===== src/rtl/datapath_sequencer.sv =====
// Multi-cycle fetch/decode/execute sequencer for the bus-based datapath.
// Outputs are a pure decode of the state register (plus mem_ready for MDRin).
module datapath_sequencer #(
   parameter int unsigned MEM_TIMEOUT = 15,
   parameter int unsigned NREGS       = 16
) (
   input  logic             clock,
   input  logic             clear,
   input  logic             run,
   input  logic             mem_ready,
   input  logic [31:0]      ir,
   output logic             PCout,
   output logic             PCin,
   output logic             IncPC,
   output logic             MARin,
   output logic             MDRread,
   output logic             MDRin,
   output logic             MDRout,
   output logic             IRin,
   output logic             RYin,
   output logic             RZinLo,
   output logic             RZoutLo,
   output logic [NREGS-1:0] reg_in,
   output logic [NREGS-1:0] reg_out,
   output logic [4:0]       alu_op,
   output logic             busy,
   output logic             done,
   output logic             halted,
   output logic             fault,
   output logic             illegal
);

   typedef enum logic [3:0] {
      StIdle, StT0, StT1, StT2, StT3, StT4, StT5, StHalt, StFault
   } state_e;

   localparam logic [4:0] OpRLast = 5'b01000;
   localparam logic [4:0] OpNop   = 5'b11010;
   localparam logic [4:0] OpHalt  = 5'b11011;

   state_e     state_q, state_d;
   logic [7:0] count_q, count_d;

   logic [4:0] op;
   logic [3:0] ra, rb, rc;
   logic       unused_ir;

   assign op        = ir[31:27];
   assign ra        = ir[26:23];
   assign rb        = ir[22:19];
   assign rc        = ir[18:15];
   assign unused_ir = ^ir[14:0];

   // Register indices beyond NREGS simply select nothing.
   function automatic logic [NREGS-1:0] reg_sel(input logic [3:0] idx);
      logic [NREGS-1:0] res;
      res = '0;
      for (int unsigned i = 0; i < NREGS; i++) begin
         res[i] = (32'(idx) == i);
      end
      return res;
   endfunction

   always_ff @(posedge clock or negedge clear) begin
      if (!clear) begin
         state_q <= StIdle;
         count_q <= 8'd0;
      end else begin
         state_q <= state_d;
         count_q <= count_d;
      end
   end

   always_comb begin
      state_d = state_q;
      count_d = count_q;
      PCout   = 1'b0;
      PCin    = 1'b0;
      IncPC   = 1'b0;
      MARin   = 1'b0;
      MDRread = 1'b0;
      MDRin   = 1'b0;
      MDRout  = 1'b0;
      IRin    = 1'b0;
      RYin    = 1'b0;
      RZinLo  = 1'b0;
      RZoutLo = 1'b0;
      reg_in  = '0;
      reg_out = '0;
      alu_op  = 5'd0;
      busy    = 1'b0;
      done    = 1'b0;
      halted  = 1'b0;
      fault   = 1'b0;
      illegal = 1'b0;

      unique case (state_q)
         StIdle: begin
            if (run) begin
               state_d = StT0;
            end
         end
         StT0: begin
            busy    = 1'b1;
            PCout   = 1'b1;
            MARin   = 1'b1;
            IncPC   = 1'b1;
            RZinLo  = 1'b1;
            count_d = 8'd0;
            state_d = StT1;
         end
         StT1: begin
            busy    = 1'b1;
            MDRread = 1'b1;
            RZoutLo = 1'b1;
            // Counter is zero only on the first wait cycle, so PC loads once.
            PCin    = (count_q == 8'd0);
            if (mem_ready) begin
               MDRin   = 1'b1;
               state_d = StT2;
            end else begin
               count_d = count_q + 8'd1;
               if (count_d == 8'(MEM_TIMEOUT)) begin
                  state_d = StFault;
               end
            end
         end
         StT2: begin
            busy    = 1'b1;
            MDRout  = 1'b1;
            IRin    = 1'b1;
            state_d = StT3;
         end
         StT3: begin
            busy = 1'b1;
            if (op <= OpRLast) begin
               reg_out = reg_sel(rb);
               RYin    = 1'b1;
               state_d = StT4;
            end else if (op == OpHalt) begin
               state_d = StHalt;
            end else begin
               illegal = (op != OpNop);
               done    = 1'b1;
               state_d = run ? StT0 : StIdle;
            end
         end
         StT4: begin
            busy    = 1'b1;
            reg_out = reg_sel(rc);
            alu_op  = op;
            RZinLo  = 1'b1;
            state_d = StT5;
         end
         StT5: begin
            busy    = 1'b1;
            RZoutLo = 1'b1;
            reg_in  = reg_sel(ra);
            done    = 1'b1;
            state_d = run ? StT0 : StIdle;
         end
         StHalt: begin
            halted = 1'b1;
         end
         StFault: begin
            fault = 1'b1;
         end
         default: begin
            state_d = StIdle;
         end
      endcase
   end

endmodule


===== config.mk =====
export PLATFORM = sky130hd
export DESIGN_NAME = datapath_sequencer
export DESIGN_NICKNAME = d
export VERILOG_FILES = /design/src/rtl/datapath_sequencer.sv
export SDC_FILE = /design/constraint.sdc
export NUM_CORES = 1
export LEC_CHECK = 0
export BUFFER_PORTS_ARGS = -buffer_cell sky130_fd_sc_hd__clkbuf_2
export CAP_MARGIN = 10
export CELL_PAD_IN_SITES_DETAIL_PLACEMENT = 0
export CELL_PAD_IN_SITES_GLOBAL_PLACEMENT = 1
export CORE_AREA = 2 2 69 78
export DETAILED_ROUTE_END_ITERATION = 12
export DIE_AREA = 0 0 71 80
export PLACE_DENSITY_LB_ADDON = 0.1
export SETUP_SLACK_MARGIN = 0.3
export SYNTH_ARGS = -nofsm -noshare
export SYNTH_HDL_FRONTEND = slang
export SYNTH_SLANG_ARGS = --single-unit
export TNS_END_PERCENT = 10

===== constraint.sdc =====
create_clock -name clock -period 2.2 [get_ports clock]
set_input_delay 0.33 -clock clock [delete_from_list [all_inputs] [get_ports clock]]
set_output_delay 0.33 -clock clock [all_outputs]
set_load 0.02 [all_outputs]

==> impl_metrics.ini, run 1 <==
[status]
outcome = finished clean

[layout]
final_core_util = 0.464
drive_gt1_frac = 0.525
nNetsFinal = 305
diodes = 0
syn2layout_area_growth_pct = 72.2
num-fill-cells = 516
fin_area_mm2 = 0.00227
final_cells = 323

[clocking]
clk_pin_slew_worst_paths_ns = 0.05
cts-root-buf = clkbuf_8
clock_sinks = 12
clock_path_buffers = 2
cts_buffers = 3
cts_max_level = 1
clk_latency_ns = 0.24
cts_tree = yes

[synthesis]
dominantRegCellSynth = dfrtp_1
synthTopCellsByArea = dfrtp_1 (23%), o22ai_1 (7.1%), nor2_1 (6.8%), nand2b_1 (4.7%), nor3_1 (4.2%)
synth_common_cells = nor2_1 (24), o22ai_1 (15), dfrtp_1 (12), nand2_1 (12)
synthArstFlopShare = 1.00
yosysWarnings = 0
synth.ff_latch_count = 12
synth_area_leader_cell = dfrtp_1
syn_area_mm2 = 0.00132
yosysMostFrequentCell = nor2_1
syn-num-nets = 219
synth.top_cell.area_share = 0.227
yosysSeqAreaShare = 0.227
ys_types = 46
synth_edf_count = 0
synth_area_per_cell_um2 = 7.33
postSynthCellCount = 180

[placed_design]
dpl_cell_area_mm2 = 0.00188
dp_slack_ns = -0.0196
gp_congestion = 0.772
portBuffers = 73
dp_hpwl_um = 3450
place_inst = 313

[sta]
slew_headroom = 0.748
fin_crit_sh = 0.985
drv_slew = 0
worst_pin_slew_ns = 0.376
setup_viol = 0
setup_slack_ns = 0.0336
fin_hold_ws_ns = 0.429
period_needed_ns = 2.17
clock_skew_ns = 0.000784
max_freq_ghz = 0.462
finalHoldViolCount = 0
rsz0062_at_grt = true

[setup_path]
worstPathMaxFanout = 4
path_cells = buf_6 > or3_1 > a21oi_2 > and2_4 > or3b_4 > o22ai_4 > buf_8
crit_arrival_ns = 1.84
slowest_delay_ns = 0.44
worstSetupPathType = in -> out
setup.worst_path.start_class = primary input
crit_slowest_cell = or3b_4
crit_path_end_kind = output port
cp.required_ns = 1.87

[routing]
routed_via_density = 5.15
dr.pass1.iters = 4
via_count = 1664
drtIter0Drc = 72
route.detailed.drc = 0
wire_per_inst_um = 13.7
routed_wl_um = 4430
postRouteAntennaNets = 0

[global_route]
grt-ovfl-total = 0
grt_pass1_wl_um = 7190
grt.total_usage = 0.154
antenna_found_initial = 0
grt_max_degree = 13
grt_pass1_vias = 1581

[floorplan]
start_util = 0.269
core-area_mm2 = 0.00490
fp-row-count = 27
fp.dieH_um = 80
dieArea_mm2 = 0.00568
io_pins = 89
die_w_um = 71

[job]
drv_cap = 0

[worst_hold_path]
hold_class = in -> reg

[power]
peakVddDrop_uv = 400
leakage_uw = 0.00100
powerDensity_mw_per_mm2 = 727
==> final timing paths <==
kind	from	endpoint	slack (ns)	cells past startpoint
hold / removal	mem_ready	count_q[5]	0.43	4
setup / recovery	ir[28]	reg_out[1]	0.03	7
min in group asynchronous	clear	count_q[4]	0.51	2
hold reg to reg	count_q[0]	count_q[0]	0.56	1
max in group asynchronous	clear	state_q[0]	1.44	2
setup reg to reg	state_q[0]	state_q[1]	0.34	5
==> per-stage QoR <==
step / power, uW / setup TNS [ns]
after global routing: 1780 / -0.0837
after CTS: 1630 / -0.0259
after detailed placement: 1210 / -0.0243
after global placement: 1210 / -0.00883
final: 1650 / 0
after floorplan: 922 / 0
==> per-layer routing <==
layer  part of all wire  track usage
met1               0.42        0.187
met2               0.50        0.279
met3              0.068       0.0177
met4              0.015       0.0566
met5                  0            0
==> kinds of logic (layout without fill, tap and decap cells) <==
kind of cell / Yosys count / in the layout / synth area share
buf+inv: 16 / 101 / 0.0673
simple gates: 102 / 102 / 0.435
xor+xnor: 4 / 4 / 0.0265
flops: 12 / 12 / 0.227
fa+ha+maj: 3 / 3 / 0.0284
compound gates: 43 / 43 / 0.215
==> area by class of cell <==
type / instances / area (um2) / area share
Inverter: 4 / 15.0 / 0.00660
Clock buffer: 4 / 55.1 / 0.0242
Tap cell: 58 / 72.6 / 0.0319
Timing Repair Buffer: 93 / 694 / 0.305
Sequential cell: 12 / 304 / 0.134
Multi-Input combinational cell: 152 / 1130 / 0.498
==> critical path: cells and delay by family <==
| family | cells | cell delay [ns] |
|---|---|---|
| compound gates | 2 | 0.31 |
| simple gates | 3 | 0.97 |
| buf+inv | 2 | 0.22 |
==> cell usage in the layout, fill, tap and decap left out, drive strengths merged, types with 2 or more instances in the layout <==
cell	netlist	final
or4	2	2
nor2b	2	2
nand3	7	7
inv	4	4
o22a	2	2
clkbuf	4	57
ha	3	3
o31ai	3	3
and3	4	4
nor4	2	2
buf	8	39
nand2b	10	10
nand2	12	12
nor4b	2	2
nor2	24	24
o22ai	15	15
nor3	11	11
o21ai	11	11
xor2	3	3
a21oi	3	3
o31a	2	2
or3	2	2
or2	2	2
nand3b	7	7
and2	9	9
dfrtp	12	12
==> flip-flops by register name, indices dropped and copies added (netlist names) <==
| signal | flops |
|---|---|
| state_q | 4 |
| count_q | 8 |
==> where the power goes <==
part / leakage, uW / total [uW] / switching, uW / internal, uW
Combinational: 0.000814 / 1090 / 595 / 494
Sequential: 0.000158 / 319 / 55.7 / 263
Clock: 0.0000288 / 245 / 86.7 / 158
==> what timing repair did <==
| item | 4_1_cts | 5_1_grt |
|---|---|---|
| setup buffers | 1 | 4 |
| pin swaps | 30 | 30 |
| gates resized for setup | 67 | 30 |
| setup endpoints to repair | 45 | 47 |
| hold buffers | 1 | 0 |
| hold endpoints to repair | 12 | 0 |
Note: power is estimated with default switching activity, not from simulation.
==> run 2, diff against run 1 <==
--- a/config.mk
+++ b/config.mk
@@ -11,5 +11,5 @@
 export CELL_PAD_IN_SITES_GLOBAL_PLACEMENT = 1
-export CORE_AREA = 2 2 69 78
+export CORE_AREA = 2 2 67 75
 export DETAILED_ROUTE_END_ITERATION = 12
-export DIE_AREA = 0 0 71 80
+export DIE_AREA = 0 0 69 77
 export PLACE_DENSITY_LB_ADDON = 0.1
==> constraint.sdc (replaced) <==
create_clock -name clock -period 2.8 [get_ports clock]
set_input_delay 0.56 -clock clock [delete_from_list [all_inputs] [get_ports clock]]
set_output_delay 0.56 -clock clock [all_outputs]
set_load 0.02 [all_outputs]
==> impl_metrics.ini, run 2 (same netlist as run 1, synthesis figures left out) <==
[routing]
routed_via_density = 5.15
routed_wl_um = 4110
postRouteAntennaNets = 0
dr.pass1.iters = 4
wire_per_inst_um = 13.2
via_count = 1603
route.detailed.drc = 0
drtIter0Drc = 54

[sta]
tns_ns = 0
clock_skew_ns = 0.00130
fin_crit_sh = 0.936
slew_headroom = 0.763
worst_pin_slew_ns = 0.354
drv_slew = 0
setup_viol = 0
max_freq_ghz = 0.381
rsz0062_at_grt = true
finalHoldViolCount = 0
period_needed_ns = 2.62
setup_slack_ns = 0.179

[setup_path]
setup.worst_path.start_class = primary input
cp.required_ns = 2.24
crit_path_end_kind = output port
path_cells = clkbuf_2 > or3_4 > a21oi_4 > and2_4 > or3b_4 > o22ai_4 > buf_8
crit_slowest_cell = or3b_4
worstSetupPathType = in -> out
slowest_delay_ns = 0.44
crit_arrival_ns = 2.06
worstPathMaxFanout = 4

[power]
peakVddDrop_uv = 280
leakage_uw = 0.000902
powerDensity_mw_per_mm2 = 570

[layout]
multi_input_area_mm2 = 0.00101
fin_area_mm2 = 0.00194
syn2layout_area_growth_pct = 46.7
final_core_util = 0.425
num-fill-cells = 491
layout_common_cells = clkbuf_2 (69), nor2_1 (24), nand2_1 (12)
regMostFlops = count_q
nNetsFinal = 295
final-seq-area_um2 = 302
drive_gt1_frac = 0.420
diodes = 0
layout_commonest_cell = clkbuf_2
largest_register_ffs = 8
top_regs = count_q (8), state_q (4)

[global_route]
antenna_found_initial = 0
grt.total_usage = 0.152
grt_pass1_wl_um = 6910
grt_pass1_vias = 1441
grt-ovfl-total = 0
grt_max_degree = 15

[floorplan]
start_util = 0.290
fp.dieH_um = 77
die_w_um = 69
core-area_mm2 = 0.00455
fp-row-count = 26
dieArea_mm2 = 0.00531
io_pins = 89

[placed_design]
gp_congestion = 0.760
dp_hpwl_um = 3240
portBuffers = 73
dp_slack_ns = 0.0568
dpl_cell_area_mm2 = 0.00182

[clocking]
cts_tree = yes
holdBufCountCts = 0
clock_path_buffers = 2
cts_buffers = 3
cts-root-buf = clkbuf_8
cts_setup_buffers = 0
clock_sinks = 12
clk_latency_ns = 0.24
clk_pin_slew_worst_paths_ns = 0.06
cts_max_level = 1

[worst_hold_path]
hold_class = in -> async

[job]
drv_cap = 0

[status]
outcome = finished clean
-- run 2: metal layers --
layer	wire length, um	global-route usage
met3	248	0.0263
met5	0	0
met2	1840	0.248
met4	30	0.0353
met1	1990	0.208
-- run 2: per-stage QoR --
| step | instances | power [uW] | hold WS (ns) |
|---|---|---|---|
| global route | 311 | 1190 | 0.223 |
| floorplan | 180 | 706 | 0.264 |
| detailed placement | 307 | 909 | 0.472 |
| global placement | 307 | 912 | 0.472 |
| finish | 311 | 1100 | 0.201 |
| CTS | 311 | 1110 | 0.214 |
-- run 2: final cells by class --
type	count	area share
multi-input cells	152	0.524
repair buffers	83	0.248
flip-flops and latches	12	0.156
well taps	56	0.0362
clock buffers	4	0.0284
inverters	4	0.00775
-- run 2: report_power, final --
| part | leakage [uW] | total [uW] | internal [uW] | switching [uW] |
|---|---|---|---|---|
| registers | 0.000161 | 252 | 205 | 46.9 |
| logic | 0.000713 | 659 | 257 | 402 |
| clock network | 0.0000288 | 193 | 124 | 68.8 |
| total | 0.000902 | 1100 | 587 | 517 |
-- run 2: repair_timing --
item / 4_1_cts / 5_1_grt
gates resized for setup: 9 / 8
gates cloned: 0 / 0
pin swaps: 2 / 1
endpoints found under the setup margin: 16 / 19
-- run 2: final timing paths --
kind                                  from          to  slack [ns]  depth (start not counted)
worst max-delay path                ir[28]  reg_out[3]        0.18                          7
worst min-delay path                 clear  count_q[3]        0.20                          1
worst max register to register  count_q[2]  state_q[1]        0.79                          5
worst min register to register  count_q[0]  count_q[0]        0.55                          1
max in group asynchronous            clear  state_q[0]        2.33                          1
min in group clock              count_q[0]  count_q[0]        0.55                          1
-- run 2: worst max-delay path: cells and delay by family --
family	cells	cell delay, ns
AOI/OAI and AO/OA	2	0.30
buffers and inverters	2	0.22
and+or+nand+nor	3	0.98
